**config.mk**
```make
export PLATFORM = sky130hd
export DESIGN_NAME = counter_mod_snap
export DESIGN_NICKNAME = d
export VERILOG_FILES = /design/src/rtl/counter_pkg.sv /design/src/rtl/count_snap_reg.sv /design/src/rtl/counter_mod_snap.sv
export SDC_FILE = /design/constraint.sdc
export NUM_CORES = 1
export LEC_CHECK = 0
export BUFFER_PORTS_ARGS = -buffer_cell sky130_fd_sc_hd__buf_2
export CAP_MARGIN = 20
export CORE_MARGIN = 4
export CORE_UTILIZATION = 53
export CTS_BUF_LIST = sky130_fd_sc_hd__clkbuf_16
export DETAILED_ROUTE_END_ITERATION = 8
export GPL_TIMING_DRIVEN = 0
export PLACE_DENSITY_LB_ADDON = 0.3
export SETUP_SLACK_MARGIN = 0.5
export SLEW_MARGIN = 0
export SYNTH_ARGS = -nofsm -noshare
export SYNTH_HDL_FRONTEND = slang
export SYNTH_SLANG_ARGS = --single-unit
```
**constraint.sdc**
```tcl
create_clock -name clk -period 5.4 [get_ports clk]
set_input_delay 0.27 -clock clk [delete_from_list [all_inputs] [get_ports clk]]
set_output_delay 0.27 -clock clk [all_outputs]
set_load 0.1 [all_outputs]
```
**src/rtl/counter_pkg.sv**
```systemverilog
`default_nettype none
// ============================================================================
// Module   : counter_pkg
// Brief    : Shared types and constants for the modulo-N snapshot counter.
// Revision : 1.0 - initial release
// ============================================================================
package counter_pkg;

    typedef enum logic {
        SNAP_EMPTY = 1'b0,
        SNAP_FULL  = 1'b1
    } snap_state_t;

    localparam logic DIR_UP = 1'b1;
    localparam logic DIR_DN = 1'b0;

endpackage
`default_nettype wire

```
**src/rtl/count_snap_reg.sv**
```systemverilog
`default_nettype none
// ============================================================================
// Module   : count_snap_reg
// Brief    : One-entry valid/ready snapshot holder for the counter value.
// Revision : 1.0 - initial release
// ============================================================================
module count_snap_reg
    import counter_pkg::*;
#(
    parameter int WIDTH = 4
) (
    input  logic             clk,
    input  logic             reset,
    input  logic [WIDTH-1:0] q,
    input  logic             snap_req,
    input  logic             snap_ready,
    output logic             snap_valid,
    output logic [WIDTH-1:0] snap_data,
    output logic             snap_miss
);

    snap_state_t      r_state;
    snap_state_t      w_state_next;
    logic             w_capture;
    logic             w_miss_next;
    logic [WIDTH-1:0] r_data;
    logic             r_miss;

    always_ff @(posedge clk) begin
        if (reset) begin
            r_state <= SNAP_EMPTY;
            r_data  <= '0;
            r_miss  <= 1'b0;
        end else begin
            r_state <= w_state_next;
            r_miss  <= w_miss_next;
            if (w_capture) begin
                r_data <= q;
            end
        end
    end

    // A full holder with an accepting consumer recycles in place, so a
    // back-to-back request never sees a bubble.
    always_comb begin
        w_state_next = r_state;
        w_capture    = 1'b0;
        w_miss_next  = 1'b0;
        case (r_state)
            SNAP_EMPTY: begin
                if (snap_req) begin
                    w_capture    = 1'b1;
                    w_state_next = SNAP_FULL;
                end
            end
            SNAP_FULL: begin
                if (snap_ready && snap_req) begin
                    w_capture = 1'b1;
                end else if (snap_ready) begin
                    w_state_next = SNAP_EMPTY;
                end else if (snap_req) begin
                    w_miss_next = 1'b1;
                end
            end
            default: begin
                w_state_next = SNAP_EMPTY;
            end
        endcase
    end

    assign snap_valid = (r_state == SNAP_FULL);
    assign snap_data  = r_data;
    assign snap_miss  = r_miss;

endmodule
`default_nettype wire

```
**src/rtl/counter_mod_snap.sv**
```systemverilog
`default_nettype none
// ============================================================================
// Module   : counter_mod_snap
// Brief    : Modulo-N up/down counter with load, terminal-count pulse,
//            sticky overflow and a valid/ready snapshot port.
// Revision : 1.0 - initial release
// ============================================================================
module counter_mod_snap
    import counter_pkg::*;
#(
    parameter int WIDTH     = 4,
    parameter int RESET_VAL = 0
) (
    input  logic             clk,
    input  logic             reset,
    input  logic             en,
    input  logic             up_dn,
    input  logic             load,
    input  logic [WIDTH-1:0] load_val,
    input  logic [WIDTH-1:0] mod_val,
    output logic [WIDTH-1:0] q,
    output logic [WIDTH-1:0] qn,
    output logic             tc,
    output logic             ovf,
    input  logic             clr_ovf,
    input  logic             snap_req,
    output logic             snap_valid,
    input  logic             snap_ready,
    output logic [WIDTH-1:0] snap_data,
    output logic             snap_miss
);

    localparam logic [WIDTH-1:0] c_RESET_Q = RESET_VAL[WIDTH-1:0];
    localparam logic [WIDTH-1:0] c_ONE     = {{(WIDTH-1){1'b0}}, 1'b1};

    logic [WIDTH-1:0] r_q;
    logic             r_tc;
    logic             r_ovf;
    logic [WIDTH-1:0] w_q_next;
    logic             w_tc_next;

    // Wrap decisions are pure compares; >= and > also catch a mod_val
    // lowered beneath the current count.
    always_comb begin
        w_q_next  = r_q;
        w_tc_next = 1'b0;
        if (load) begin
            w_q_next = (load_val > mod_val) ? mod_val : load_val;
        end else if (en) begin
            case (up_dn)
                DIR_UP: begin
                    if (r_q >= mod_val) begin
                        w_q_next  = '0;
                        w_tc_next = 1'b1;
                    end else begin
                        w_q_next = r_q + c_ONE;
                    end
                end
                DIR_DN: begin
                    if (r_q == '0) begin
                        w_q_next  = mod_val;
                        w_tc_next = 1'b1;
                    end else if (r_q > mod_val) begin
                        w_q_next = mod_val;
                    end else begin
                        w_q_next = r_q - c_ONE;
                    end
                end
                default: begin
                    w_q_next = r_q;
                end
            endcase
        end
    end

    always_ff @(posedge clk) begin
        if (reset) begin
            r_q   <= c_RESET_Q;
            r_tc  <= 1'b0;
            r_ovf <= 1'b0;
        end else begin
            r_q  <= w_q_next;
            r_tc <= w_tc_next;
            if (w_tc_next) begin
                r_ovf <= 1'b1;
            end else if (clr_ovf) begin
                r_ovf <= 1'b0;
            end
        end
    end

    assign q   = r_q;
    assign qn  = ~r_q;
    assign tc  = r_tc;
    assign ovf = r_ovf;

    count_snap_reg #(
        .WIDTH (WIDTH)
    ) u_snap (
        .clk        (clk),
        .reset      (reset),
        .q          (r_q),
        .snap_req   (snap_req),
        .snap_ready (snap_ready),
        .snap_valid (snap_valid),
        .snap_data  (snap_data),
        .snap_miss  (snap_miss)
    );

endmodule
`default_nettype wire

```
==> results by group <==
Cells and area
  • Non-Filler Cell Area, Final: 0.00119 mm^2
  • Core Util, Final: 0.753
  • Ant. Diodes: 0
  • Fill cell instance count of the final layout: 112
  • Cell Count, Final, Fillers Out: 166
  • Leading cell type in the layout, fill and taps excluded: sky130_fd_sc_hd__buf_2
  • Most frequent cells in the layout: sky130_fd_sc_hd__buf_2, sky130_fd_sc_hd__nor2_1, sky130_fd_sc_hd__a21oi_1, sky130_fd_sc_hd__dfxtp_1
  • Ratio of cells with drive above 1 in the final layout: 0.273
  • Layout area overhead: 27.2%
  • Net count, final: 178

Clock tree
  • Post-CTS Repair Setup Buffers: 0
  • Post-CTS Hold Fix Bufs: 0
  • Cts bufs inserted: 3
  • Number of H-tree branching levels: 1
  • Maximum count of clock buffers along a single path: 2
  • Clk Latency, worst-skew pair: 0.24 ns
  • Post-CTS Resized: 0
  • Number of clock sinks: 12
  • CTS tree: done
  • Clock Pin Slew Worst Setup and Hold Paths: 0.04 ns
  • CTS Root Buffer Type: sky130_fd_sc_hd__clkbuf_16

Timing
  • Worst rel slew slack: 0.635
  • Endpoints failing setup: 0
  • Hold Vio Cnt, Final: 0
  • Max-slew violation count: 0
  • Final worst clock skew: 0.00252 ns
  • Setup repair after global routing missed its margin: no
  • Worst Setup Slack, final: 2.95 ns
  • Measured slew at the worst slew-check pin: 0.548 ns
  • Maximum achievable frequency: 408 MHz
  • Time the worst path needs with I/O delays and setup: 2.45 ns
  • Fin crit share: 0.454
  • Hold slack final: 0.225 ns
  • Sum of negative setup slack: 0 ns

Synth
  • Synth Flop Type: sky130_fd_sc_hd__dfxtp_1
  • Synth unique cells: 34
  • Adder-cell share of the synthesized area: 0.147
  • Mapped Nets: 142
  • Flip-flop and latch count after synthesis: 12
  • Basic-gate share of the synthesized area counting and, or, nand and nor cells: 0.209
  • Yosys Warn Count: 0
  • Synthesized area per cell: 8.12 um^2
  • Number of flops mapped to enable cells by yosys: 0
  • Sequential fraction of the synthesis area: 0.257
  • Dominant combinational cell family by area after synthesis: compound AO/OA/AOI/OAI gates
  • Area share of xor/xnor cells in the synthesized design: 0.0375
  • Instance count of the mapped netlist: 115
  • Compound-cell area share of the yosys netlist: 0.252
  • Area of the mapped netlist: 933 um^2
  • Portion of netlist area occupied by mux cells: 0.0429
  • Share of flip-flops with an asynchronous set or reset after synthesis: 0

Floorplan
  • Total core area: 0.00158 mm^2
  • Number of top-level pins: 32
  • Initial Util: 0.592
  • Die Footprint: 0.00250 mm^2
  • Die width: 50.0 um
  • Vertical die dimension: 50.0 um
  • Placement Rows: 14

Detailed routing
  • Number of DRC markers in iteration 0: 38
  • Post-route antenna net violation count: 0
  • Number of vias per cell: 5.99
  • DR pass1 iterations: 4
  • Total number of vias: 995
  • Routed wirelength normalized by instance count: 15.4 um
  • WL final: 2560 um
  • DRC viols: 0

Global routing
  • Congestion Overflow GR: 0
  • GRT Total Usage: 0.218
  • Maximum number of pins on one net before global-route repair: 11
  • Initial antenna violation count: 0
  • Vias in the first global route: 992
  • Global-route wire length before repair: 4240 um

Placed design
  • Post-detail-place hpwl: 1970 um
  • Placed instance count: 162
  • Weighted congestion at the end of routability-driven global placement: 0.849
  • Port Buf Inserts: 31
  • Worst setup slack after placement: 3.00 ns
  • Placed Area: 0.00111 mm^2

Power and ir drop
  • Static Leak: 0.587 nW
  • Power density relative to cell area: 353 mW/mm^2
  • Power after layout: 0.420 mW
  • VDD IR max: 284 uV

Setup path
  • Crit end category: flop
  • Start of the worst register-to-register path: q[0]
  • Top fanout value on the critical path: 6
  • Startpoint kind of the worst setup timing path: flop
  • First element of the critical path: q[0]
  • Flop2flop setup slack: 2.95 ns
  • Worst EP required: 5.53 ns
  • Kind of critical path: reg -> reg
  • Length in cells of the worst reg-to-reg path: 7
  • Critical path arrival: 2.58 ns

Run status
  • Outcome: completed

Worst hold path
  • Hold WC Path Type: in -> reg
  • Number of cells traversed by the worst hold path: 2
  • Hold Path Origin: snap_ready

Flow run
  • Number of violations of the max-capacitance limit: 0
==> metal layers <==
| layer | routed length [um] | GRT usage | vias up |
|---|---|---|---|
| met4 | 56 | 0.0737 | 0 |
| met2 | 1250 | 0.392 | 57 |
| met5 | 0 | 0 | - |
| li1 | - | - | 482 |
| met3 | 229 | 0.0482 | 9 |
| met1 | 1030 | 0.250 | 447 |
==> worst max-delay path: stages, from the launching register on <==
cell	delay, ns
sky130_fd_sc_hd__dfxtp_1	0.47
sky130_fd_sc_hd__inv_1	0.19
sky130_fd_sc_hd__ha_1	0.35
sky130_fd_sc_hd__nand2b_1	0.16
sky130_fd_sc_hd__a211o_1	0.32
sky130_fd_sc_hd__a211oi_2	0.36
sky130_fd_sc_hd__a21oi_1	0.14
sky130_fd_sc_hd__a2111oi_2	0.35
==> synthesized netlist by cell type (3+ instances only) <==
| master | number | area share |
|---|---|---|
| sky130_fd_sc_hd__o21ai_0 | 3 | 0.016 |
| sky130_fd_sc_hd__xnor2_1 | 3 | 0.028 |
| sky130_fd_sc_hd__mux2i_1 | 4 | 0.043 |
| sky130_fd_sc_hd__a31oi_1 | 3 | 0.020 |
| sky130_fd_sc_hd__a21oi_1 | 12 | 0.064 |
| sky130_fd_sc_hd__a2111oi_2 | 3 | 0.048 |
| sky130_fd_sc_hd__dfxtp_1 | 12 | 0.26 |
| sky130_fd_sc_hd__inv_1 | 11 | 0.044 |
| sky130_fd_sc_hd__ha_1 | 11 | 0.15 |
| sky130_fd_sc_hd__nand2_1 | 4 | 0.016 |
| sky130_fd_sc_hd__nor2_1 | 16 | 0.064 |
| sky130_fd_sc_hd__nand2b_1 | 6 | 0.040 |
==> registers in the layout, indices dropped and copies added, names as in the netlist <==
signal             cells
u_snap.snap_valid      1
u_snap.snap_data       4
tc                     1
u_snap.snap_miss       1
ovf                    1
q                      4
==> cell type report <==
class / instances / area [um^2] / share of cell area
flip-flops and latches: 12 / 240 / 0.202
clock inverters: 1 / 3.75 / 0.00316
multi-input cells: 90 / 643 / 0.542
well taps: 16 / 20.0 / 0.0169
repair buffers: 31 / 155 / 0.131
inverters: 11 / 41.3 / 0.0348
plain buffers: 2 / 8.76 / 0.00738
clock buffers: 3 / 75.1 / 0.0632
==> logic make-up (layout without fill, tap and decap cells) <==
kind of cell / after synthesis / in the layout
and+or+nand+nor: 38 / 38
AOI/OAI and AO/OA: 33 / 33
buffers and inverters: 13 / 48
DFF: 12 / 12
adders and majority gates: 11 / 11
xor gates and xnor gates: 4 / 4
muxes: 4 / 4
==> power by group <==
group / internal, mW / switching [mW]
sequential: 0.0957 / 0.00859
combinational: 0.0475 / 0.133
clock: 0.0974 / 0.0376
total: 0.241 / 0.179
==> worst paths after layout <==
path / end
max: q[1]
min: u_snap.snap_miss
min reg2reg: ovf
max reg2reg: q[1]
No activity file was read; power rests on OpenSTA's default activity.
